==> src/rtl/timer_pkg.sv <==
// Shared definitions for the memory-mapped countdown timer: FSM states,
// register offsets, CTRL bit positions and mode encodings.
package timer_pkg;

   typedef enum logic [1:0] {
      IDLE = 2'd0,
      LOAD = 2'd1,
      CNT  = 2'd2,
      INT  = 2'd3
   } timerState_t;

   localparam logic [1:0] CTRL_OFF   = 2'd0;
   localparam logic [1:0] PRESET_OFF = 2'd1;
   localparam logic [1:0] COUNT_OFF  = 2'd2;

   localparam int EN_BIT   = 0;
   localparam int MODE_LSB = 1;
   localparam int IM_BIT   = 3;

   localparam logic [1:0] MODE_ONESHOT = 2'b00;
   localparam logic [1:0] MODE_RELOAD  = 2'b01;

endpackage

==> src/rtl/timer_counter.sv <==
// Countdown timer responding to M-stage loads/stores. CTRL/PRESET are
// CPU-writable, COUNT is read-only, and irq is the latched flag gated by IM.
// CPU writes are applied after the FSM update so they win any same-edge
// conflict (e.g. the FSM clearing EN in one-shot INT).
module timer_counter
   import timer_pkg::*;
(
   input  logic        clk,
   input  logic        reset,
   input  logic        sel,
   input  logic        we,
   input  logic [31:0] addr,
   input  logic [31:0] wdata,
   output logic [31:0] rdata,
   output logic        irq
);

   logic        r_en;
   logic [1:0]  r_mode;
   logic        r_im;
   logic [31:0] r_preset;
   logic [31:0] r_count;
   logic        r_irqFlag;
   timerState_t r_state;

   logic [1:0]  w_offset;
   logic        w_write;
   logic        w_ctrlWr;
   logic        w_presetWr;
   logic [31:0] w_ctrlRead;
   logic        w_unusedAddr;

   assign w_offset     = addr[3:2];
   assign w_write      = sel & we;
   assign w_ctrlWr     = w_write && (w_offset == CTRL_OFF);
   assign w_presetWr   = w_write && (w_offset == PRESET_OFF);
   assign w_ctrlRead   = {28'd0, r_im, r_mode, r_en};
   assign w_unusedAddr = ^{addr[31:4], addr[1:0]};

   // Read mux: combinational so loads complete in the same M-stage cycle.
   always_comb begin
      rdata = 32'd0;
      case (w_offset)
         CTRL_OFF:   rdata = w_ctrlRead;
         PRESET_OFF: rdata = r_preset;
         COUNT_OFF:  rdata = r_count;
         default:    rdata = 32'd0;
      endcase
   end

   assign irq = r_irqFlag & r_im;

   // FSM and register file; CPU writes come last so they override the FSM.
   always_ff @(posedge clk) begin
      if (reset) begin
         r_en      <= 1'b0;
         r_mode    <= 2'b00;
         r_im      <= 1'b0;
         r_preset  <= 32'd0;
         r_count   <= 32'd0;
         r_irqFlag <= 1'b0;
         r_state   <= IDLE;
      end else begin
         case (r_state)
            IDLE: begin
               if (r_en) begin
                  r_state <= LOAD;
               end
            end
            LOAD: begin
               r_count <= r_preset;
               r_state <= CNT;
            end
            CNT: begin
               if (!r_en) begin
                  r_state <= IDLE;
               end else if (r_count <= 32'd1) begin
                  r_count   <= 32'd0;
                  r_irqFlag <= 1'b1;
                  r_state   <= INT;
               end else begin
                  r_count <= r_count - 32'd1;
               end
            end
            INT: begin
               if (r_mode == MODE_RELOAD) begin
                  r_irqFlag <= 1'b0;
                  r_state   <= LOAD;
               end else begin
                  r_en    <= 1'b0;
                  r_state <= IDLE;
               end
            end
            default: r_state <= IDLE;
         endcase

         if (w_ctrlWr) begin
            r_en      <= wdata[EN_BIT];
            r_mode    <= wdata[MODE_LSB +: 2];
            r_im      <= wdata[IM_BIT];
            r_irqFlag <= 1'b0;
         end
         if (w_presetWr) begin
            r_preset  <= wdata;
            r_irqFlag <= 1'b0;
         end
      end
   end

endmodule

==> config.mk <==
export PLATFORM = sky130hd
export DESIGN_NAME = timer_counter
export DESIGN_NICKNAME = d
export VERILOG_FILES = /design/src/rtl/timer_pkg.sv /design/src/rtl/timer_counter.sv
export SDC_FILE = /design/constraint.sdc
export NUM_CORES = 1
export LEC_CHECK = 0
export ABC_AREA = 1
export CAP_MARGIN = 20
export CORE_MARGIN = 2
export CORE_UTILIZATION = 41
export CTS_CLUSTER_DIAMETER = 120
export DETAILED_ROUTE_END_ITERATION = 8
export PLACE_DENSITY = 0.67
export RECOVER_POWER = 25
export SYNTH_ARGS = -nofsm -noshare
export SYNTH_HDL_FRONTEND = slang
export SYNTH_SLANG_ARGS = --single-unit
==> constraint.sdc <==
create_clock -name clk -period 2.2 [get_ports clk]
set_input_delay 0.44 -clock clk [delete_from_list [all_inputs] [get_ports clk]]
set_output_delay 0.44 -clock clk [all_outputs]
set_load 0.01 [all_outputs]
Word-level counts from Yosys, hierarchy flattened

Cells that the tools add are included.

Mux-type cells: 16
$add $sub $neg: 1
Equal/unequal tests: 12
Reductions and logical operators: 12
Bitwise logic cells: 2
Magnitude comparators: 1

Operators by type and width:

| kind                                                                   | count |
|---|---|
| 32-bit one-hot mux with 3 select lines                                 | 1 |
| 32-bit two-way mux                                                     | 2 |
| 32-bit one-hot mux with 2 select lines                                 | 1 |
| 32-bit by 1-bit <= comparator with 1-bit output, second input constant | 1 |
| 32-bit by 1-bit subtractor with 32-bit output, second input constant   | 1 |
| 2-bit inequality test, second input constant                           | 5 |
| 2-bit one-hot mux with 4 select lines                                  | 1 |
| 1-bit two-way mux                                                      | 7 |
| 2-bit by 1-bit == test with 1-bit output, second input constant        | 3 |
| 2-bit == test, second input constant                                   | 3 |
| 2-bit two-way mux                                                      | 3 |
| 2-bit AND reduction                                                    | 3 |
| 2-bit nonzero test                                                     | 3 |
| 2-bit logical NOT                                                      | 2 |
| 4-bit AND reduction                                                    | 1 |
| 3-bit inequality test, second input constant                           | 1 |
| 3-bit OR reduction                                                     | 1 |
| 1-bit AND                                                              | 2 |
| 1-bit logical AND                                                      | 2 |
| 1-bit one-hot mux with 2 select lines                                  | 1 |

Output and inout bits: 33
Register bits: 71
Logic and storage cells: 51

Logic depth before layout (Yosys ltp)

Word-level depth: 4
Depth in mapped cells: 14
Depth with buffers taken out: 13

Least setup slack after synthesis

OpenSTA, ideal clock, no wires.

Kind: in2out
From: input port addr[3]
To: output port rdata[10]
Slack: 0.449 ns
Cell stages on the path: 5
Path buffers: 2
Arrival time: 1.311 ns
Required time: 1.760 ns
Path through: buf_2 nor2_1 inv_2 clkbuf_1 o21ai_0

Longest elaborated chain between the ends: 2
Elaborated cells between the ends (all ways): 4
Classes of those cells: eq/ne (2); mux (1); reduce/logical (1)

Ends and longest elaborated chain:

| what                                        | RTL line            | RTL |
|---|---|---|
| start, declared                             | timer_counter.sv:12 | `input logic [31:0] addr,` |
| 2-bit == test, or another cell as far along | timer_counter.sv:43 | `case (w_offset)` |
| 32-bit one-hot mux with 3 select lines (*)  | timer_counter.sv:43 |  |
| end, declared                               | timer_counter.sv:14 | `output logic [31:0] rdata,` |

Every way passes the cells marked *; elsewhere a longest branch is shown, timed or not.

Worst setup path after layout

From: input port addr[2]
To: output port rdata[21]

The elaborated chain is that of the path after synthesis.

==> results.py <==
metrics = {
    "floorplan": {
        "initial_utilization_pct": 42.2,
        "io_pins": 101,
        "die_h_um": 104,
        "die_w_um": 104,
        "dieArea_um2": 10800,
        "core_um2": 9730,
        "rows": 36,
    },
    "status": {
        "outcome": "finished clean",
    },
    "clocking": {
        "htree_levels": 3,
        "clk_latency_ns": 0.35,
        "ctsLongestPathBuffers": 2,
        "cts_root_buffer": "clkbuf_8",
        "cts_buffers": 9,
        "clkSinkCount": 71,
        "cts_tree": "built",
        "ctsHoldBuffers": 0,
        "clk_pin_slew_worst_paths_ns": 0.08,
    },
    "hold_path": {
        "min_from": "r_preset[14]",
        "hold_path_depth": 2,
        "hold_class": "reg -> reg",
        "min_to": "r_preset[14]",
    },
    "global_route": {
        "grt_pass1_vias": 4423,
        "antenna_found_initial": 0,
        "grt_overflow_total": 0,
        "grt_usage_pct": 23.5,
        "grt_max_degree": 35,
        "grt_pass1_wl_um": 21000,
    },
    "detailed_routing": {
        "remaining_drc_errors": 0,
        "first_iter_violations": 347,
        "first_pass_iters": 9,
        "wl_per_cell_um": 14.5,
        "wirelength_um": 12700,
        "detail-route-antenna-nets": 0,
        "viasPerCell": 5.24,
        "vias": 4603,
    },
    "logic_synthesis": {
        "synth_warnings": 0,
        "yosysTopAreaCellShare_pct": 34.6,
        "yosysSeqAreaShare_pct": 34.6,
        "synth.top_cells.by_area": "dfxtp_1 (35%), nand2_1 (16%), o21ai_0 (9.5%), nor2_1 (9.2%), a21oi_1 (5.6%)",
        "synth_top_cells_by_count": "nand2_1 (179), nor2_1 (101), o21ai_0 (78)",
        "ys_types": 28,
        "yosysTopAreaCell": "dfxtp_1",
        "synthesis.area_um2": 4110,
        "syn_inst": 661,
        "yosysMostFrequentCell": "nand2_1",
        "synth-edff-count": 0,
        "ys.flop_type": "dfxtp_1",
        "syn_nets": 731,
        "postSynthAreaPerCell_um2": 6.21,
        "synthArstFlopShare_pct": 0,
        "ys_seq_elements": 71,
    },
    "sta": {
        "period_minus_slack_ns": 2.12,
        "max-slew-margin-rel_pct": 55.9,
        "rsz0062_at_grt": "false",
        "setup_viol": 0,
        "max_clock_freq_mhz": 472,
        "finalHoldViolCount": 0,
        "fin_skew_ns": 0.00888,
        "final_max_slew_viol_count": 0,
        "worst_slew_pin_slew_ns": 0.661,
        "min_period_over_period_pct": 96.2,
    },
    "flow_run": {
        "cap_violations": 0,
    },
    "setup_path": {
        "r2r_cells": 11,
        "path_class": "in -> out",
        "critPathArrivalTime_ns": 1.68,
        "rr_endpoint": "r_count[19]",
        "crit_path_top_delay_cell": "dlygate4sd2_1",
        "r2r-start": "r_count[0]",
        "reg2reg_slack_ns": 0.15,
        "worst_path_most_repeated_cell": "buf_4",
        "endpoint_kind": "primary output",
        "crit_fanout": 10,
        "crit_path_start_kind": "input pin",
        "max_stage_delay_ns": 0.26,
        "path_cells": "dlygate4sd2_1 -> inv_2 -> nor2_2 -> buf_4 -> buf_4 -> nand2_1 -> o21ai_0 -> clkdlybuf4s15_1",
        "cp.required_ns": 1.76,
    },
    "placed_design": {
        "place_area_um2": 5060,
        "dp_hpwl_um": 9350,
        "io_buffers": 70,
        "place.gp.congestion": 0.916,
    },
    "cells_and_area": {
        "n_antenna_cell": 0,
        "drive_above_1_share_pct": 9.38,
        "areaGrowthSynthToFinish_pct": 28.0,
        "stdcell_area_um2": 5260,
        "final_nets": 811,
    },
    "pwr": {
        "ir_drop_v": 0.000330,
        "power_mw": 3.43,
        "power_density_nw_per_um2": 652,
        "power_leakage_nw": 2.37,
    },
}
==> final cells by class <==
| type | instances | area, um2 |
|---|---|---|
| Fill cell | 1026 | 4470 |
| Multi-Input combinational cell | 497 | 2310 |
| Sequential cell | 71 | 1420 |
| Timing Repair Buffer | 97 | 868 |
| Inverter | 65 | 249 |
| Tap cell | 133 | 166 |
| Clock buffer | 12 | 165 |
| Clock inverter | 4 | 76.3 |
==> worst max-delay path by stage <==
stage | start | cells after the start | endpoint | slack [ns]
final | addr[2] | 8 | rdata[21] | 0.08
after global routing | addr[2] | 8 | rdata[24] | 0.006
after detailed placement | addr[2] | 7 | rdata[13] | -0.48
after floorplan | addr[3] | 5 | rdata[10] | 0.45
after CTS | addr[2] | 8 | rdata[31] | 0.05
after global placement | addr[2] | 7 | rdata[13] | -0.46
==> what timing repair did <==
action                     in CTS  in global routing
setup endpoints to repair      32                 12
resized for setup              39                 10
setup buffers                   2                  0
pin swaps                       1                  0
==> stage by stage <==
step	hold WS [ns]	utilization, %	TNS, ns	std cells	worst slack (ns)
global placement	0.460	52.0	-15.19	861	-0.462
detailed placement	0.464	52.0	-16.13	861	-0.479
finish	0.475	54.0	0	879	0.0833
global route	0.494	54.0	0	879	0.00552
floorplan	0.439	-	0	661	0.449
CTS	0.481	54.3	0	879	0.0466
==> cell usage in the layout, fill, tap and decap left out, types with 5 or more instances in the layout <==
master	count
o21ai_0	78
buf_4	19
nand4_1	6
dfxtp_1	71
clkbuf_8	12
xor2_1	16
nor2_2	10
dlygate4sd2_1	27
inv_1	59
o21ai_1	9
a21oi_1	46
o22ai_1	11
clkdlybuf4s50_1	36
nor2_1	100
nand3_1	21
nand2_1	178
clkbuf_2	5
==> sequential cells by signal, indices dropped and copies added, names as in the netlist <==
signal     flops
r_state        2
r_irqFlag      1
r_preset      32
r_en           1
r_count       32
r_im           1
r_mode         2
==> worst max-delay path: cells and delay by family <==
family / cells / cell delay [ns]
simple gates: 2 / 0.19
compound gates: 1 / 0.09
buf+inv: 5 / 0.95
==> per-layer routing <==
layer | GRT usage, % | routed length (um)
met1 | 31.1 | 5880
met2 | 39.7 | 5900
met3 | 4.20 | 783
met4 | 5.98 | 144
met5 | 0 | 0
==> power breakdown <==
| part | switching (mW) | leakage [nW] | internal, mW | total (mW) |
|---|---|---|---|---|
| combinational | 0.516 | 1.68 | 0.301 | 0.817 |
| sequential | 0.0397 | 0.575 | 1.32 | 1.36 |
| clock | 0.513 | 0.119 | 0.734 | 1.25 |
| total | 1.07 | 2.37 | 2.36 | 3.43 |
==> cell families (layout without fill, tap and decap cells) <==
| kind of cell | Yosys count | after routing | synth area share, % |
|---|---|---|---|
| XOR/XNOR | 16 | 16 | 3.41 |
| AO/OA/AOI/OAI | 155 | 155 | 19.9 |
| AND/OR/NAND/NOR | 324 | 324 | 32.0 |
| buffers and inverters | 93 | 178 | 9.42 |
| adder cells (fa/ha/maj) | 2 | 2 | 0.609 |
| flip-flops | 71 | 71 | 34.6 |
(Power assumes the default switching activity.)
